==> src/rtl/wb_sched_if.sv <==
// Writeback scheduler bus: four completion sources in, two register-file write ports
// and a retired-instruction count out.
interface wb_sched_if;
  logic [3:0]   src_valid;
  logic [3:0]   src_wb_en;
  logic [19:0]  src_dst;
  logic [255:0] src_result;
  logic [3:0]   src_ready;
  logic         rf_wen0;
  logic [4:0]   rf_wdst0;
  logic [63:0]  rf_wdata0;
  logic         rf_wen1;
  logic [4:0]   rf_wdst1;
  logic [63:0]  rf_wdata1;
  logic [2:0]   wb_instret;

  modport slave (
    input  src_valid, src_wb_en, src_dst, src_result,
    output src_ready, rf_wen0, rf_wdst0, rf_wdata0,
           rf_wen1, rf_wdst1, rf_wdata1, wb_instret
  );

  modport master (
    output src_valid, src_wb_en, src_dst, src_result,
    input  src_ready, rf_wen0, rf_wdst0, rf_wdata0,
           rf_wen1, rf_wdst1, rf_wdata1, wb_instret
  );
endinterface

==> src/rtl/wb_sched.sv <==
// Writeback scheduler: round-robin grant of two RF write ports among lsp/md/ip0/ip1,
// with a starvation override on port 0 and same-destination conflict blocking on port 1.
module wb_sched #(
  parameter int unsigned STARVE_LIMIT = 3
) (
  input  logic      clk,
  input  logic      rst,
  wb_sched_if.slave bus
);
  localparam logic [2:0] LIMIT = 3'(STARVE_LIMIT);

  logic [1:0]  rr_ptr;
  logic [2:0]  starve [4];
  logic [4:0]  dst    [4];
  logic [63:0] result [4];

  logic [3:0] req, sink, cand, grant, handshake;
  logic       p0_vld, p1_vld;
  logic [1:0] p0_idx, p1_idx, last_idx;
  logic       forced;
  logic [2:0] hs_count;

  function automatic logic [1:0] rr_idx(input logic [1:0] base, input int k);
    return base + 2'(k);
  endfunction

  always_comb begin
    for (int i = 0; i < 4; i++) begin
      dst[i]    = bus.src_dst[5*i +: 5];
      result[i] = bus.src_result[64*i +: 64];
    end
  end

  assign req  = bus.src_valid & bus.src_wb_en;
  always_comb begin
    for (int i = 0; i < 4; i++) begin
      sink[i] = req[i] && (dst[i] == 5'd0);
      cand[i] = req[i] && (dst[i] != 5'd0);
    end
  end

  // Descending loops with overwrite leave the lowest index / nearest-in-order winner.
  always_comb begin
    // NOTE: every variable gets a default before any conditional write, so no latch is inferred.
    p0_vld   = 1'b0;
    p0_idx   = 2'd0;
    p1_vld   = 1'b0;
    p1_idx   = 2'd0;
    forced   = 1'b0;
    last_idx = rr_ptr;
    grant    = 4'b0000;

    for (int i = 3; i >= 0; i--) begin
      if (cand[i] && starve[i] == LIMIT) begin
        forced = 1'b1;
        p0_idx = 2'(i);
      end
    end
    p0_vld = forced;

    if (!forced) begin
      for (int k = 3; k >= 0; k--) begin
        if (cand[rr_idx(rr_ptr, k)]) begin
          p0_vld = 1'b1;
          p0_idx = rr_idx(rr_ptr, k);
        end
      end
    end

    // Port 1 skips the port-0 grantee and anything colliding with its destination.
    for (int k = 3; k >= 0; k--) begin
      if (p0_vld && cand[rr_idx(rr_ptr, k)] && rr_idx(rr_ptr, k) != p0_idx &&
          dst[rr_idx(rr_ptr, k)] != dst[p0_idx]) begin
        p1_vld = 1'b1;
        p1_idx = rr_idx(rr_ptr, k);
      end
    end

    if (p0_vld) grant[p0_idx] = 1'b1;
    if (p1_vld) grant[p1_idx] = 1'b1;

    for (int k = 0; k < 4; k++) begin
      if (grant[rr_idx(rr_ptr, k)]) last_idx = rr_idx(rr_ptr, k);
    end
  end

  assign bus.src_ready = ~req | sink | grant;
  assign handshake     = bus.src_valid & bus.src_ready;

  assign bus.rf_wen0   = p0_vld;
  assign bus.rf_wdst0  = dst[p0_idx];
  assign bus.rf_wdata0 = result[p0_idx];
  assign bus.rf_wen1   = p1_vld;
  assign bus.rf_wdst1  = dst[p1_idx];
  assign bus.rf_wdata1 = result[p1_idx];

  always_comb begin
    hs_count = 3'd0;
    for (int i = 0; i < 4; i++) hs_count = hs_count + 3'(handshake[i]);
  end

  // NOTE: sequential state uses non-blocking assignments so all registers update from pre-edge values.
  always_ff @(posedge clk) begin
    if (rst) begin
      rr_ptr         <= 2'd0;
      bus.wb_instret <= 3'd0;
      // NOTE: the starve counters are a handful of flops, not a RAM, so each one is reset explicitly.
      for (int i = 0; i < 4; i++) starve[i] <= 3'd0;
    end else begin
      if (|grant) rr_ptr <= last_idx + 2'd1;
      bus.wb_instret <= hs_count;
      for (int i = 0; i < 4; i++) begin
        if (cand[i] && !grant[i])
          starve[i] <= (starve[i] < LIMIT) ? starve[i] + 3'd1 : starve[i];
        else
          starve[i] <= 3'd0;
      end
    end
  end
endmodule

==> src/flat_wrapper.sv <==
// flat-port wrapper written by rule: the top's interface ports become plain ports
module wb_sched_flat 
#(
  parameter int unsigned STARVE_LIMIT = 3
)
  (clk, rst, bus_src_valid, bus_src_wb_en, bus_src_dst, bus_src_result, bus_src_ready, bus_rf_wen0, bus_rf_wdst0, bus_rf_wdata0, bus_rf_wen1, bus_rf_wdst1, bus_rf_wdata1, bus_wb_instret);
  wb_sched_if bus_i ();
  input  logic clk;
  input  logic rst;
  input wire logic [$bits(bus_i.src_valid)-1:0] bus_src_valid;
  input wire logic [$bits(bus_i.src_wb_en)-1:0] bus_src_wb_en;
  input wire logic [$bits(bus_i.src_dst)-1:0] bus_src_dst;
  input wire logic [$bits(bus_i.src_result)-1:0] bus_src_result;
  output wire logic [$bits(bus_i.src_ready)-1:0] bus_src_ready;
  output wire logic [$bits(bus_i.rf_wen0)-1:0] bus_rf_wen0;
  output wire logic [$bits(bus_i.rf_wdst0)-1:0] bus_rf_wdst0;
  output wire logic [$bits(bus_i.rf_wdata0)-1:0] bus_rf_wdata0;
  output wire logic [$bits(bus_i.rf_wen1)-1:0] bus_rf_wen1;
  output wire logic [$bits(bus_i.rf_wdst1)-1:0] bus_rf_wdst1;
  output wire logic [$bits(bus_i.rf_wdata1)-1:0] bus_rf_wdata1;
  output wire logic [$bits(bus_i.wb_instret)-1:0] bus_wb_instret;
  assign bus_i.src_valid = bus_src_valid;
  assign bus_i.src_wb_en = bus_src_wb_en;
  assign bus_i.src_dst = bus_src_dst;
  assign bus_i.src_result = bus_src_result;
  assign bus_src_ready = bus_i.src_ready;
  assign bus_rf_wen0 = bus_i.rf_wen0;
  assign bus_rf_wdst0 = bus_i.rf_wdst0;
  assign bus_rf_wdata0 = bus_i.rf_wdata0;
  assign bus_rf_wen1 = bus_i.rf_wen1;
  assign bus_rf_wdst1 = bus_i.rf_wdst1;
  assign bus_rf_wdata1 = bus_i.rf_wdata1;
  assign bus_wb_instret = bus_i.wb_instret;
  wb_sched #(.STARVE_LIMIT(STARVE_LIMIT)) u_core (.clk(clk), .rst(rst), .bus(bus_i));
endmodule
==> config.mk <==
export PLATFORM = sky130hd
export DESIGN_NAME = wb_sched_flat
export DESIGN_NICKNAME = d
export VERILOG_FILES = /design/src/rtl/wb_sched_if.sv /design/src/rtl/wb_sched.sv /design/src/flat_wrapper.sv
export SDC_FILE = /design/constraint.sdc
export NUM_CORES = 1
export LEC_CHECK = 0
export ABC_AREA = 0
export BUFFER_PORTS_ARGS = -buffer_cell sky130_fd_sc_hd__buf_2
export CORE_AREA = 2 2 168 170
export DETAILED_ROUTE_END_ITERATION = 10
export DIE_AREA = 0 0 170 172
export GPL_ROUTABILITY_DRIVEN = 0
export PLACE_DENSITY = 0.55
export SLEW_MARGIN = 20
export SYNTH_ARGS = -nofsm -noshare
export SYNTH_HDL_FRONTEND = slang
export SYNTH_SLANG_ARGS = --single-unit
export TNS_END_PERCENT = 20
==> constraint.sdc <==
create_clock -name clk -period 4.89 [get_ports clk]
set_input_delay 0.2445 -clock clk [delete_from_list [all_inputs] [get_ports clk]]
set_output_delay 0.2445 -clock clk [all_outputs]
set_load 0.01 [all_outputs]
# ---- Word level (Yosys, flattened, before mapping)
# Memories as Yosys holds them, arrays and structs flattened.
# Index checks and enable logic that the tools add are counted.
# W data, S select, Z words.
dict set report classes {
  magnitude_cmp 18
  reduce_logical 43
  bitwise 20
  n_eq_ne 12
  n_mux 111
  n_addsub 11
}
# cell n
set ops {}
lappend ops {{$bmux W64 S2} 2}
lappend ops {{$mux W64} 4}
lappend ops {{$bmux W5 S2} 6}
lappend ops {{$mux W5} 12}
lappend ops {{$mux W1} 48}
lappend ops {{$mux W3} 12}
lappend ops {{$mux W2} 16}
lappend ops {{$logic_and A1 B1 Y1} 30}
lappend ops {{$logic_not A5 Y1} 4}
lappend ops {{$ne A5 B5 Y1} 4}
lappend ops {{$reduce_bool A5 Y1} 4}
lappend ops {{$ge A3 B3 Y1 const B} 6}
lappend ops {{$lt A2 B3 Y1 const B} 6}
lappend ops {{$not A2 Y3} 6}
lappend ops {{$bmux W1 S2} 7}
lappend ops {{$add A3 B1 Y3 const B} 4}
lappend ops {{$eq A3 B2 Y1 const B} 4}
lappend ops {{$lt A3 B2 Y1 const B} 4}
lappend ops {{$or A4 B4 Y4} 3}
lappend ops {{$and A4 B4 Y4} 2}
lappend ops {{$mux W4} 2}
lappend ops {{$ne A2 B2 Y1} 4}
lappend ops {{$or A1 B1 Y1} 8}
lappend ops {{$add A3 B1 Y3} 2}
lappend ops {{8 further kinds} 15}
dict set report word_totals {
  ff_bits 5
  ram_bits 12
  mem_count 1
  elab_cells 218
  output_inout_bits 147
}
# name depth width read_ports rd_clocked_by_memory_dff write_ports line
set mem_list {}
lappend mem_list {u_core.starve 4 3 4 0 4 wb_sched.sv:13} ;# logic [2:0] starve [4];

# ---- Longest topological paths before layout
dict set report depth {
  depth_word 35
  mapped_depth 25
}

# ---- Worst setup path before layout
# No wires, ideal clock.
dict set report synth_path {
  path_kind {input-to-reg}
  startpoint {in bus_src_dst[6]}
  endpoint {reg u_core.bus.wb_instret[1] in the netlist's numbering}
  required_time_ns 4.763
  setup_ns 0.127
  t_arrival_ns 4.918
  path_buffers 2
  path_slack_ns -0.155
  path_stages 22
  path_cell_list {or4_1 o211a_2 o221ai_1 a2111oi_4 nor2_4 mux4_2 buf_6 xnor2_1 and2b_1 a31oi_1 o2111ai_1 a21boi_4 and2_1 clkbuf_1 a21o_1 and2_1 ha_1 inv_1 fa_1 inv_1 ha_1 nor2b_1}
}
dict set report synth_between {
  elab_chain_cells 31
}
# element line
set synth_lines {}
lappend synth_lines {{start: declaration} flat_wrapper.sv:12} ;# input wire logic [$bits(bus_i.src_dst)-1:0] bus_src_dst;
lappend synth_lines {{$reduce_bool A5 Y1 (*)} wb_sched.sv:38} ;# cand[i] = req[i] && (dst[i] != 5'd0);
lappend synth_lines {{$logic_and A1 B1 Y1 (*)} wb_sched.sv:38}
lappend synth_lines {{$logic_and A1 B1 Y1} wb_sched.sv:54} ;# if (cand[i] && starve[i] == LIMIT) begin
lappend synth_lines {{$mux W2 (2 in a row)} wb_sched.sv:54}
lappend synth_lines {{$mux W2 (4 in a row)} wb_sched.sv:63} ;# if (cand[rr_idx(rr_ptr, k)]) begin
lappend synth_lines {{$mux W2 (*)} wb_sched.sv:61} ;# if (!forced) begin
lappend synth_lines {{$not A2 Y3 (*)} --}
lappend synth_lines {{$bmux W5 S2 (*)} --}
lappend synth_lines {{[2 not listed]} --}
lappend synth_lines {{named net bus_rf_wdst0[3]} flat_wrapper.sv:16} ;# output wire logic [$bits(bus_i.rf_wdst0)-1:0] bus_rf_wdst0;
lappend synth_lines {{[10 not listed]} --}
lappend synth_lines {{$or A4 B4 Y4 (no line)} --}
lappend synth_lines {{$mux W4 (*)} wb_sched.sv:80} ;# if (p1_vld) grant[p1_idx] = 1'b1;
lappend synth_lines {{$or A4 B4 Y4 (*)} wb_sched.sv:87} ;# assign bus.src_ready = ~req | sink | grant;
lappend synth_lines {{named net bus_src_ready[1]} flat_wrapper.sv:14} ;# output wire logic [$bits(bus_i.src_ready)-1:0] bus_src_ready;
lappend synth_lines {{$and A4 B4 Y4 (*)} wb_sched.sv:88} ;# assign handshake = bus.src_valid & bus.src_ready;
lappend synth_lines {{$add A1 B1 Y2 (*)} wb_sched.sv:99} ;# for (int i = 0; i < 4; i++) hs_count = hs_count + 3'(handshake[i]);
lappend synth_lines {{$add A3 B1 Y3 (*) (2 in a row)} wb_sched.sv:99}
lappend synth_lines {{named net u_core.hs_count[1]} wb_sched.sv:21} ;# logic [2:0] hs_count;
lappend synth_lines {{end signal: assignment} wb_sched.sv:111} ;# bus.wb_instret <= hs_count;
lappend synth_lines {{end: declaration} wb_sched_if.sv:20} ;# rf_wen1, rf_wdst1, rf_wdata1, wb_instret
# Mark *: on every way through the listed nets, which the timed path passes. The rest lies on a longest branch. The select of a mux whose other input is x is not followed.
# A chain may end at the register's enable or synchronous reset.

# ---- Worst setup path after layout
dict set report layout_path {
  startpoint {in bus_src_dst[12]}
  endpoint {reg u_core.bus.wb_instret[1] in the netlist's numbering}
}
dict set report layout_between {
  elab_chain_cells 32
}
# element line
set layout_lines {}
lappend layout_lines {{$reduce_bool A5 Y1} wb_sched.sv:38}
lappend layout_lines {{$logic_and A1 B1 Y1} wb_sched.sv:38}
lappend layout_lines {{$logic_and A1 B1 Y1} wb_sched.sv:54}
lappend layout_lines {{$mux W2 (3 in a row)} wb_sched.sv:54}
lappend layout_lines {{$mux W2 (4 in a row)} wb_sched.sv:63}
lappend layout_lines {{$mux W2} wb_sched.sv:61}
lappend layout_lines {{$not A2 Y3 (not written as such)} wb_sched.sv:73} ;# dst[rr_idx(rr_ptr, k)] != dst[p0_idx]) begin
lappend layout_lines {{$bmux W5 S2} wb_sched.sv:73}
lappend layout_lines {{[12 not listed]} --}
lappend layout_lines {{$or A4 B4 Y4 (no line)} --}
lappend layout_lines {{$mux W4} wb_sched.sv:80}
lappend layout_lines {{$or A4 B4 Y4 (*)} wb_sched.sv:87}
lappend layout_lines {{$and A4 B4 Y4 (*)} wb_sched.sv:88}
lappend layout_lines {{$add A1 B1 Y2} wb_sched.sv:99}
lappend layout_lines {{$add A3 B1 Y3} wb_sched.sv:99}
lappend layout_lines {{$add A3 B1 Y3 (*)} wb_sched.sv:99}
lappend layout_lines {{named net u_core.hs_count[1]} wb_sched.sv:21}
# Marks and branches as above.

==> flow_metrics.env <==
export IMPL_cts_hold_buffers=0
export IMPL_r2r_end="u_core.bus.wb_instret[1]$_SDFF_PP0_"
export IMPL_via_count=9302
export IMPL_grt_pass1_wl_um=47200
export IMPL_final_hold_viol_count=0
export IMPL_die_h_um=172
export IMPL_cts_buffers=3
export IMPL_cts_sinks=17
export IMPL_outcome="finished, final reports clean"
export IMPL_fin_ws_ps=43.7
export IMPL_grt_usage=0.202
export IMPL_design_area_mm2=0.0107
export IMPL_cp_end_kind="register"
export IMPL_hold_class="in -> reg"
export IMPL_drt_iter0_markers=649
export IMPL_io_buffers=432
export IMPL_drcViolationCount=0
export IMPL_ys_seq_area_frac=0.0683
export IMPL_startpoint_type="input port"
export IMPL_busiest_layer="met2"
export IMPL_ys_flop_type="edfxtp_1"
export IMPL_grt_max_degree=79
export IMPL_rr_startpoint="u_core.starve[2][0]$_SDFFCE_PP0P_"
export IMPL_die_x_um=170
export IMPL_maxCapViolations=0
export IMPL_cp_data_required_time_ps=5010
export IMPL_post_dp_cell_area_mm2=0.00996
export IMPL_report_final_setup_viol=0
export IMPL_areaGrowthSynthToFinish_pct=58.8
export IMPL_grt_pass1_vias=8527
export IMPL_finalCriticalPeriod_ps=4850
export IMPL_avgSynthCellArea_um2=7.10
export IMPL_layout_drive_gt1_share=0.516
export IMPL_pin_count=433
export IMPL_ys_warn_count=0
export IMPL_rr_worst_depth=24
export IMPL_start_util=0.245
export IMPL_h_tree_depth=1
export IMPL_dieArea_mm2=0.0292
export IMPL_num_rows=61
export IMPL_postRouteWirelength_um=33400
export IMPL_ys_top_cells_by_area="mux2_2 11%, mux2i_1 10%, nand2_1 8.9%"
export IMPL_dr_pass1_iters=7
export IMPL_gr_usage_met2=0.344
export IMPL_cts_buffer_depth=2
export IMPL_routedWlPerCell_um=18.8
export IMPL_hold_ws_ps=350
export IMPL_leakage_uw=0.00508
export IMPL_synth_edf_count=12
export IMPL_worst_pin_slew_ps=897
export IMPL_grt_overflow_total=0
export IMPL_placed_cells=1745
export IMPL_pre_cts_ws_ps=-160
export IMPL_setup_worst_path_end="u_core.bus.wb_instret[1]$_SDFF_PP0_"
export IMPL_drv_slew=0
export IMPL_yosysUniqueCellTypes=70
export IMPL_netlist_instances=949
export IMPL_nets=1726
export IMPL_syn_area_mm2=0.00674
export IMPL_max_vdd_ir_drop_mv=0.318
export IMPL_cts_tree="yes"
export IMPL_via_per_inst=5.23
export IMPL_core_area_mm2=0.0275
export IMPL_antenna_found_initial=8
export IMPL_finalCritPeriodShare=0.991
export IMPL_grt_use_met3=0.0449
export IMPL_p_total_uw=6930
export IMPL_crit_path_max_fanout=7
export IMPL_slew_headroom=0.402
export IMPL_stdcell_count=1779
export IMPL_synth_seq_cells=17
export IMPL_async_flop_share=0
export IMPL_root_buffer="clkbuf_16"
export IMPL_cp_startpoint="bus_src_dst[12]"
export IMPL_fmax_mhz=206
export IMPL_clk_pin_slew_ps=50
export IMPL_ant_nets=0
export IMPL_synth_top_area_share=0.107
export IMPL_clock_skew_ps=1.97
export IMPL_rsz0062_at_grt="true"
export IMPL_dpl_hpwl_um=26100
export IMPL_use_met1=0.266
export IMPL_power_density_mw_per_mm2=648
export IMPL_crit_arrival_ps=4970
export IMPL_syn_nets=1246
export IMPL_holdPathStages=2
export IMPL_clk_latency_ps=240
export IMPL_synth_top_cell_by_area="mux2_2"
export IMPL_crit_type="in -> reg"
export IMPL_r2r_setup_slack_ps=100
through the flow:
| step | TNS (ps) | util |
|---|---|---|
| detailed placement | -173 | 0.362 |
| global route | -2880 | 0.389 |
| floorplan | -9.21 | - |
| global placement | -89.9 | 0.362 |
| finish | 0 | 0.390 |
| CTS | 0 | 0.367 |
synth_stat cells (all sizes together), types with 12 or more instances:
| library cell | count |
|---|---|
| nand2 | 160 |
| nor2 | 86 |
| a31oi | 76 |
| a21oi | 75 |
| mux2i | 73 |
| a211oi | 69 |
| and2 | 68 |
| mux2 | 64 |
| clkbuf | 54 |
| buf | 35 |
| inv | 22 |
| mux4 | 21 |
| xnor2 | 18 |
| o21ai | 13 |
| edfxtp | 12 |
cells by family after synthesis:
family / share of synthesized area
buffers and inverters: 0.0694
xor gates and xnor gates: 0.0260
and+or+nand+nor: 0.241
muxes: 0.288
AOI/OAI and AO/OA: 0.284
DFF: 0.0683
adders and majority gates: 0.0230
critical path, stage by stage:
cell and delay, ps:
buf_6 90, or4_4 600, o2111ai_4 260, a21oi_2 100, buf_4 150, a311oi_4 310
buf_12 170, o32ai_2 70, mux2i_2 250, buf_4 180, xor2_1 70, nor4_2 330
a21o_1 200, o21a_1 190, buf_4 130, o22ai_1 120, a31oi_2 220, nand2_1 90
and2_1 160, ha_1 280, inv_2 40, fa_2 320, inv_1 60, ha_1 210
nor2b_1 130
area by class of cell:
type,count,area [um^2]
fill,2974,16800
sequential,17,460
inverter,22,82.6
antenna,5,12.5
clock buffer,3,75.1
multi-input combinational,821,6230
clock inverter,1,5.00
timing repair buffer,564,3400
tap,346,433
state kept, by name, indices dropped and copies added, names as in the netlist:
signal	count
u_core.starve	12
u_core.bus.wb_instret	3
u_core.rr_ptr	2
layer usage:
| layer | wire length [um] | part of all wire |
|---|---|---|
| met4 | 618 | 0.018 |
| met1 | 14200 | 0.42 |
| met3 | 2440 | 0.073 |
| met2 | 16100 | 0.48 |
| met5 | 33 | 0.00099 |
report_power, final:
| group | internal, uW | leakage (uW) | switching [uW] |
|---|---|---|---|
| Sequential | 171 | 0.000189 | 15.6 |
| Combinational | 3100 | 0.00485 | 3490 |
| Clock | 109 | 0.0000409 | 49.9 |
| Total | 3380 | 0.00508 | 3550 |
worst min path at each step:
stage                                      startpoint                                   to  slack (ps)
floorplan                                         rst  u_core.bus.wb_instret[1]$_SDFF_PP0_         550
global placement    u_core.starve[0][0]$_SDFFCE_PP0P_    u_core.starve[0][0]$_SDFFCE_PP0P_         590
detailed placement  u_core.starve[0][0]$_SDFFCE_PP0P_    u_core.starve[0][0]$_SDFFCE_PP0P_         600
CTS                                               rst  u_core.bus.wb_instret[0]$_SDFF_PP0_         350
global route                                      rst  u_core.bus.wb_instret[0]$_SDFF_PP0_         380
finish                                            rst  u_core.bus.wb_instret[0]$_SDFF_PP0_         350
timing repair:
item / in CTS / in global routing
endpoints found under the hold margin: 0 / 0
endpoints found under the setup margin: 62 / 71
pin swaps: 2 / 22
setup buffers: 3 / 21
cloned: 0 / 2
gates resized for setup: 9 / 90
cells in the final DEF, fill, tap and decap left out, drive strengths merged, types with 10 or more instances in the layout:
cell type and n:
nor3 11, xnor2 18, mux2i 73, mux4 21
and2 68, buf 562, nor2 86, mux2 64
edfxtp 12, a211oi 69, inv 22, nand2 160
ha 10, a31oi 76, o21ai 13, a21oi 75
Power figures use the tool's default switching activity.
